===== config.mk =====
export PLATFORM = sky130hd
export DESIGN_NAME = wb_port_arbiter
export DESIGN_NICKNAME = d
export VERILOG_FILES = /design/src/rtl/wb_port_arbiter.sv
export SDC_FILE = /design/constraint.sdc
export NUM_CORES = 1
export LEC_CHECK = 0
export CAP_MARGIN = 10
export CORE_ASPECT_RATIO = 1.25
export CORE_UTILIZATION = 53
export DETAILED_ROUTE_END_ITERATION = 12
export DONT_BUFFER_PORTS = 1
export PLACE_DENSITY_LB_ADDON = 0.12
export SLEW_MARGIN = 20
export SYNTH_ARGS = -nofsm -noshare
export SYNTH_HDL_FRONTEND = slang
export SYNTH_SLANG_ARGS = --single-unit

===== constraint.sdc =====
create_clock -name clk -period 2.2 [get_ports clk]
set_clock_uncertainty 0.05 [all_clocks]
set_input_delay 0.33 -clock clk [delete_from_list [all_inputs] [get_ports clk]]
set_output_delay 0.33 -clock clk [all_outputs]
set_load 0.02 [all_outputs]

===== src/rtl/wb_port_arbiter.sv =====
// Register-file write-port arbiter: ALU and load sources each feed a one-entry
// holding register; one held entry per cycle is written, load first, ALU forced through after MAX_WAIT losses.
module wb_port_arbiter #(
    parameter int DATA_W   = 32,
    parameter int ADDR_W   = 5,
    parameter int MAX_WAIT = 4
) (
    input  logic              clk,
    input  logic              rst_n,
    input  logic              alu_valid,
    input  logic [ADDR_W-1:0] alu_rd,
    input  logic [DATA_W-1:0] alu_data,
    output logic              alu_ready,
    input  logic              ld_valid,
    input  logic [ADDR_W-1:0] ld_rd,
    input  logic [DATA_W-1:0] ld_data,
    output logic              ld_ready,
    output logic              wr_en,
    output logic [ADDR_W-1:0] wr_addr,
    output logic [DATA_W-1:0] wr_data,
    output logic              alu_pend,
    output logic              ld_pend
);

    localparam int CNT_W = $clog2(MAX_WAIT + 1);
    localparam logic [CNT_W-1:0] WAIT_MAX = CNT_W'(MAX_WAIT);

    typedef enum logic [0:0] {LD_PRI, ALU_PRI} prio_t;
    typedef enum logic [1:0] {GNT_NONE, GNT_LD, GNT_ALU} gnt_t;

    prio_t             state;
    prio_t             state_next;
    gnt_t              gnt;

    logic              alu_pend_q;
    logic [ADDR_W-1:0] alu_rd_q;
    logic [DATA_W-1:0] alu_data_q;
    logic              ld_pend_q;
    logic [ADDR_W-1:0] ld_rd_q;
    logic [DATA_W-1:0] ld_data_q;
    logic [CNT_W-1:0]  wait_cnt;
    logic [CNT_W-1:0]  wait_next;

    logic              alu_req;
    logic              ld_req;
    logic              alu_drop;
    logic              ld_drop;
    logic              alu_retire;
    logic              ld_retire;

    // Writes to x0 are meaningless: such entries are discarded instead of granted.
    assign alu_req  = alu_pend_q && (alu_rd_q != '0);
    assign ld_req   = ld_pend_q  && (ld_rd_q  != '0);
    assign alu_drop = alu_pend_q && (alu_rd_q == '0);
    assign ld_drop  = ld_pend_q  && (ld_rd_q  == '0);

    always_ff @(posedge clk or negedge rst_n) begin
        if (!rst_n) begin
            state    <= LD_PRI;
            wait_cnt <= '0;
        end else begin
            state    <= state_next;
            wait_cnt <= wait_next;
        end
    end

    always_comb begin
        gnt        = GNT_NONE;
        wr_en      = 1'b0;
        wr_addr    = '0;
        wr_data    = '0;
        wait_next  = wait_cnt;
        state_next = LD_PRI;

        // Same destination on both sides: the load is older and must land first.
        if (alu_req && ld_req) begin
            if ((state == ALU_PRI) && (alu_rd_q != ld_rd_q)) begin
                gnt = GNT_ALU;
            end else begin
                gnt = GNT_LD;
            end
        end else if (ld_req) begin
            gnt = GNT_LD;
        end else if (alu_req) begin
            gnt = GNT_ALU;
        end

        case (gnt)
            GNT_LD: begin
                wr_en   = 1'b1;
                wr_addr = ld_rd_q;
                wr_data = ld_data_q;
            end
            GNT_ALU: begin
                wr_en   = 1'b1;
                wr_addr = alu_rd_q;
                wr_data = alu_data_q;
            end
            default: begin
                wr_en = 1'b0;
            end
        endcase

        alu_retire = alu_drop || (gnt == GNT_ALU);
        ld_retire  = ld_drop  || (gnt == GNT_LD);

        if (alu_retire) begin
            wait_next = '0;
        end else if (alu_req && (wait_cnt != WAIT_MAX)) begin
            wait_next = wait_cnt + 1'b1;
        end

        if (wait_next == WAIT_MAX) begin
            state_next = ALU_PRI;
        end
    end

    // A retiring entry frees its slot in the same cycle so a source can stream.
    assign alu_ready = !alu_pend_q || alu_retire;
    assign ld_ready  = !ld_pend_q  || ld_retire;
    assign alu_pend  = alu_pend_q;
    assign ld_pend   = ld_pend_q;

    always_ff @(posedge clk or negedge rst_n) begin
        if (!rst_n) begin
            alu_pend_q <= 1'b0;
            alu_rd_q   <= '0;
            alu_data_q <= '0;
        end else if (alu_valid && alu_ready) begin
            alu_pend_q <= 1'b1;
            alu_rd_q   <= alu_rd;
            alu_data_q <= alu_data;
        end else if (alu_retire) begin
            alu_pend_q <= 1'b0;
        end
    end

    always_ff @(posedge clk or negedge rst_n) begin
        if (!rst_n) begin
            ld_pend_q <= 1'b0;
            ld_rd_q   <= '0;
            ld_data_q <= '0;
        end else if (ld_valid && ld_ready) begin
            ld_pend_q <= 1'b1;
            ld_rd_q   <= ld_rd;
            ld_data_q <= ld_data;
        end else if (ld_retire) begin
            ld_pend_q <= 1'b0;
        end
    end

endmodule

==> metrics.md, run 1 <==
| Metric | Value |
|---|---|
| Avg Vias per Cell | `about 5.8` |
| Synthesis-to-finish area growth | `28.32%` |
| Status | `finished, violations left` |
| Largest cells by area after synthesis | `dfrtp_1 (54%), mux2_4 (12%), mux2_1 (11%), a22o_1 (7.6%), mux2_2 (2.1%)` |
| Post-route cell area | `4751 um^2` |
| Synth Warn # | `0` |
| Die ar. | `7326 um^2` |
| Count leader, synth | `dfrtp_1` |
| Max Clock Freq | `0.3924 GHz` |
| Number of global-route vias before repair | `2,402` |
| Core area | `6648 um^2` |
| Min setup slack post-route | `-348.5 ps` |
| P_leak | `2.167 nW` |
| Post-synth EDFFs | `0` |
| Share of layout cells above drive strength 1 | `49.83%` |
| I/O pins | `120` |
| Tcrit/Tclk final | `115.8%` |
| Area leader, netlist | `dfrtp_1` |
| Later-pin clock latency in the skew report | `350 ps` |
| PortBufs | `0` |
| DIE WIDTH | `76.76 um` |
| Avg Inst Size Synth | `14.87 um^2` |
| Clk sink count | `80` |
| Crit end category | `output port` |
| Most instantiated cells after synthesis | `dfrtp_1 (80), mux2_1 (37), a22o_1 (32), mux2_4 (30), mux2_2 (7)` |
| Post-synth ARST share | `100.0%` |
| Antenna Nets Post-Route | `0` |
| Post-synthesis sequential area ratio | `a little over half` |
| Initial Utilization | `55.69%` |
| Detailed Place HPWL | `5253 um` |
| CTS Buf Count | `9` |
| Cells after synthesis | `249` |
| Kind of critical path | `flop to output port` |
| Root Driver | `clkbuf_8` |
| Worst slew margin | `76.31%` |
| Final nets | `364` |
| RSZ-0062 raised after global routing | `true` |
| Count of pins over their slew limit | `0` |
| Total track usage | `22.19%` |
| Wire per inst | `20.70 um` |
| Hold_ws | `-385.5 ps` |
| TritonCTS clock tree | `yes` |
| Pwr Total | `4.874 mW` |
| Startpoint Class | `flop` |
| Minimum clock period | `2549 ps` |
| Type of the worst min-delay path | `input pin to async pin` |
| Slew of the pin with the lowest slew margin | `355.4 ps` |
| Failing checks | `negative hold slack, negative setup slack` |
| Fill count | `437` |
| Seq cells post-synth | `80` |
| Max Cap Violations | `0` |
| Critical Path RT | `1820 ps` |
| DP Area | `4290 um^2` |
| Global-route wire length before repair | `~12,000 um` |
| Gpl congestion | `0.7579` |
| Worst R2R Setup Slack | `-130 ps` |
| Fin util | `71.47%` |
| Final Hold Viols | `80` |
| Maximum buffer depth of the clock tree | `2` |
| Total global routing overflow | `0` |
| Finish-stage setup viols | `114` |
| Number of H-tree levels | `3` |
| DR vias | `2,187` |
| Die H | `~95 um` |
| Drt pass-1 iters | `4` |
| Mapped cell area | `3702 um^2` |
| VDD IR max | `roughly 560 uV` |
| Drt initial violations | `70` |
| Crit path DAT | `roughly 2200 ps` |
| Clk slew on worst S/H paths | `80 ps` |
| Syn nets | `329` |
| Top-area cell type share of the netlist area | `54.07%` |
| Antenna violations before repair | `0` |
| Ys flop type | `dfrtp_1` |
| Pin count of the biggest net entering global routing | `81` |
| Worst-path maximum fanout | `7` |
| DR DRC count | `0` |
| Synth cell types | `34` |
| Ant. Diodes | `0` |
| Final Routed Wirelength | `7785 um` |
| Power per cell area | `approximately 1000 nW/um^2` |
| FP Rows | `33` |
[through the flow]
stage	worst slack, ps	instances	setup TNS [ps]
after detailed placement	-58.20	347	-2611
after CTS	-343.1	372	-15190
after global routing	-405.1	376	-26210
after floorplan	-44.41	249	-2069
after global placement	-52.36	347	-2017
final	-348.5	376	-19550
[logic make-up after synthesis]
family | synth area share, %
fa+ha+maj | 0.6758
flops | 54.07
compound gates | 12.81
buf+inv | 2.535
mux | 26.09
simple gates | 2.636
xor+xnor | 1.183
[flip-flops by register name, summed over array words and instances, names as in the netlist]
register and flops:
ld_pend 1, state 1, wait_cnt 3, ld_data_q 32
alu_pend 1, alu_data_q 32, ld_rd_q 5, alu_rd_q 5
[power breakdown]
group	internal, mW	switching (mW)
Clock	0.750	0.518
Combinational	0.896	0.755
Sequential	1.74	0.214
Total	3.39	1.49
[per-layer routing]
metal / track usage, % / share of wire, % / vias to the layer above
met5: 0 / 0 / -
met4: 7.692 / 1.8 / 0
met3: 6.890 / 6.1 / 11
met2: 38.24 / 50 / 75
met1: 26.34 / 42 / 1106
li1: - / - / 995
[worst max-delay path, stage by stage (launching register included)]
cell and delay [ps]:
dfrtp_1 390, or4_4 560, o21ai_4 230, a21oi_4 60, buf_12 150, clkbuf_16 160, a22o_4 270
[cell usage in the layout (no fill, tap or decap), types with 3 or more instances in the layout]
cell type / count
buf_4: 24
bufinv_16: 3
mux2_1: 37
nand2_2: 3
a32o_2: 5
nor2_1: 4
xnor2_1: 3
clkbuf_8: 9
buf_12: 10
a22o_4: 31
o21a_4: 3
mux2_4: 30
dfrtp_1: 80
mux2_2: 7
a21oi_1: 3
[final timing paths]
kind | start | to | cells after the start
hold / removal | rst_n | alu_data_q[4] | 0
hold reg to reg | ld_data_q[8] | ld_data_q[8] | 1
setup / recovery | alu_rd_q[0] | wr_data[9] | 6
setup reg to reg | alu_rd_q[0] | ld_data_q[11] | 8
max in group asynchronous | rst_n | ld_data_q[20] | 0
min in group clk | alu_valid | alu_pend | 1
[what timing repair did]
item	4_1_cts	5_1_grt
gates resized for setup	18	1
hold endpoints to repair	80	80
setup endpoints to repair	77	114
pin swaps	12	1
cloned	0	2
setup buffers	9	2
[cell type report]
cell class	instances	area (um^2)	share of cell area, %
clock buffer	10	127.6	2.686
clock inverter	6	107.6	2.265
inverter	2	7.507	0.1580
multi-input combinational	153	1944	40.93
sequential	80	2002	42.14
tap	87	108.9	2.291
timing repair buffer	38	452.9	9.534
Power figures use the tool's default switching activity.
==> inputs of run 2 (changes only) <==
--- a/config.mk
+++ b/config.mk
@@ -10,6 +10,7 @@
 export CORE_UTILIZATION = 53
 export DETAILED_ROUTE_END_ITERATION = 12
 export DONT_BUFFER_PORTS = 1
+export GPL_ROUTABILITY_DRIVEN = 0
 export PLACE_DENSITY_LB_ADDON = 0.12
 export SLEW_MARGIN = 20
 export SYNTH_ARGS = -nofsm -noshare
==> results of run 2 <==
Same layout as run 1: the final DEF is identical, and so are final timing and power.
==> inputs of run 3 (changes only) <==
--- a/config.mk
+++ b/config.mk
@@ -7,9 +7,8 @@
 export LEC_CHECK = 0
 export CAP_MARGIN = 10
 export CORE_ASPECT_RATIO = 1.25
-export CORE_UTILIZATION = 53
+export CORE_UTILIZATION = 42
 export DETAILED_ROUTE_END_ITERATION = 12
-export DONT_BUFFER_PORTS = 1
 export GPL_ROUTABILITY_DRIVEN = 0
 export PLACE_DENSITY_LB_ADDON = 0.12
 export SLEW_MARGIN = 20
==> run 3 against run 2 <==
Compared with the run above:
- the run ends with negative setup slack left
- cell count rose by 45%
- largest power group is now combinational logic
- critical path depth up 2
- largest cell class is now non-clock buffers
- power up 14%
- combinational power is 45% higher
- via count up 27%
==> metrics.md, run 3 (synthesis gave the netlist of run 1 again) <==
| Metric | Value |
|---|---|
| RSZ-0062 raised after global routing | `true` |
| Max Cap Violations | `0 (unchanged)` |
| Avg Vias per Cell | `5.082 (-13%)` |
| Hold_ws | `418.8 ps (+804.3 ps)` |
| FP Rows | `37 (+12%)` |
| Largest registers | `alu_data_q: 32 flops, ld_data_q: 32 flops` |
| Pin count of the biggest net entering global routing | `33 (-59%)` |
| Total global routing overflow | `0 (unchanged)` |
| Antenna violations before repair | `0 (unchanged)` |
| Max Clock Freq | `0.3732 GHz (-4.9%)` |
| Post-route cell area | `6335 um^2 (+33%)` |
| Number of H-tree levels | `3 (unchanged)` |
| Detailed Place HPWL | `6193 um (+18%)` |
| Critical Path RT | `1820 ps (about the same)` |
| Global-route wire length before repair | `16,120 um (+32%)` |
| Ant. Diodes | `0 (unchanged)` |
| DR vias | `2,780 (+27%)` |
| Clk slew on worst S/H paths | `80 ps (about the same)` |
| Most frequent cell on the critical path | `buf_6` |
| Type of the worst min-delay path | `input pin to async pin` |
| Crit end category | `output port` |
| Antenna Nets Post-Route | `0 (unchanged)` |
| Clk sink count | `80 (unchanged)` |
| DP Area | `5537 um^2 (+29%)` |
| Fill count | `558 (+28%)` |
| Core area | `8379 um^2 (+26%)` |
| Finish-stage setup viols | `114 (unchanged)` |
| Pwr Total | `5.543 mW (+14%)` |
| Drt initial violations | `99 (+41%)` |
| Fin util | `75.60% (+4.1 points)` |
| Crit path DAT | `2300 ps (+130 ps)` |
| Status | `finished, violations left` |
| Most frequent cells in the layout | `dfrtp_1 (80), clkdlybuf4s50_1 (78), buf_6 (40)` |
| Tcrit/Tclk final | `121.8% (+5.9 points)` |
| Wire per inst | `18.66 um (-9.9%)` |
| Later-pin clock latency in the skew report | `350 ps (about the same)` |
| Kind of critical path | `flop to output port` |
| Maximum buffer depth of the clock tree | `2 (unchanged)` |
| Slew of the pin with the lowest slew margin | `452.2 ps (+96.83 ps)` |
| Total track usage | `23.58% (+1.4 points)` |
| Final nets | `505 (+39%)` |
| PortBufs | `119 (+119)` |
| Layout Cells excl Fill | `547 (+45%)` |
| Cells along the critical path | `or4_4 -> o21ai_4 -> buf_6 -> a21oi_4 -> buf_6 -> buf_12 -> a22o_4 -> buf_6` |
| DIE WIDTH | `85.98 um (+12%)` |
| Worst-path maximum fanout | `7 (unchanged)` |
| Startpoint Class | `flop` |
| Final Routed Wirelength | `10,210 um (+31%)` |
| Delay of the slowest critical-path stage | `580 ps (+20 ps)` |
| Root Driver | `clkbuf_8` |
| Final Hold Viols | `0 (-100%)` |
| Place WS | `-559.7 ps (-501.5 ps)` |
| Min setup slack post-route | `-479.3 ps (-130.7 ps)` |
| CTS Buf Count | `9 (unchanged)` |
| Failing checks | `negative setup slack` |
| DR DRC count | `0 (unchanged)` |
| Commonest non-fill, non-tap cell in the layout | `dfrtp_1` |
| VDD IR max | `468.0 uV (-17%)` |
| Number of global-route vias before repair | `3,150 (+31%)` |
| Initial Utilization | `44.18% (-12 points)` |
| Power per cell area | `875.0 nW/um^2 (-15%)` |
| Critical-path top delay cell | `or4_4` |
| Drt pass-1 iters | `4 (unchanged)` |
| Synthesis-to-finish area growth | `71.11%` |
| Count of pins over their slew limit | `0 (unchanged)` |
| Worst slew margin | `69.85% (-6.5 points)` |
| TritonCTS clock tree | `yes` |
| Setup TNS | `-42,510 ps (-22,970 ps)` |
| Die ar. | `9197 um^2 (+26%)` |
| I/O pins | `120 (unchanged)` |
| P_leak | `2.871 nW (+32%)` |
| Share of layout cells above drive strength 1 | `47.44% (-2.4 points)` |
| Dpl cells | `502 (+45%)` |
| Minimum clock period | `2679 ps (+130.7 ps)` |
| Die H | `107.0 um (+12%)` |
==> run 3: changes by cell type in the layout (fill, tap and decap cells not counted), moves of 2 or more <==
cell,delta
buf_6,+38
buf_4,+15
buf_12,-2
a22o_1,+2
buf_16,+10
clkdlybuf4s50_1,+78
==> run 3: power by group <==
part	switching, mW	leakage, nW	internal [mW]
Combinational	0.961	1.83	1.43
Sequential	0.215	0.938	1.74
Clock	0.524	0.106	0.669
Total	1.70	2.87	3.84
==> run 3: timing repair <==
item | CTS | global route
setup buffers | 17 | 0
hold buffers | 1 | 0
endpoints found under the hold margin | 29 | 0
resized for setup | 261 | 4
setup endpoints to repair | 109 | 114
cloned | 10 | 1
pin swaps | 11 | 3
==> run 3: final timing paths <==
check                                   start  slack (ps)              to  depth (start not counted)
worst max-delay path              alu_rd_q[2]        -480      wr_data[6]                          8
worst min-delay path                    rst_n         420   alu_data_q[4]                          2
worst max register to register    alu_rd_q[2]        -460  alu_data_q[10]                         10
worst min register to register  alu_data_q[8]         470   alu_data_q[8]                          1
max in group asynchronous               rst_n        1020  alu_data_q[15]                          3
min in group clk                alu_data_q[8]         470   alu_data_q[8]                          1
==> run 3: area by class of cell <==
| type | instances | area [um^2] | area share, % |
|---|---|---|---|
| clock inverters | 5 | 80.08 | 1.264 |
| well taps | 117 | 146.4 | 2.311 |
| inverters | 2 | 7.507 | 0.1185 |
| flip-flops and latches | 80 | 2002 | 31.60 |
| repair buffers | 179 | 2014 | 31.80 |
| multi-input cells | 153 | 1943 | 30.67 |
| clock buffers | 11 | 141.4 | 2.232 |
==> run 3: layer usage <==
metal	routed length, um	part of all wire, %	vias to the layer above	global-route usage [%]
met2	5236	51	95	40.48
met5	0	0	-	0
met4	227	2.2	0	9.881
li1	-	-	1280	-
met3	490	4.8	21	4.157
met1	4252	42	1384	29.09
==> run 3: worst max-delay path: cells and delay by family, from the launching register on <==
kind                   cells  cell delay [ps]
buffers and inverters      4              530
AO/OA/AOI/OAI              3              440
AND/OR/NAND/NOR            1              580
flip-flops                 1              400
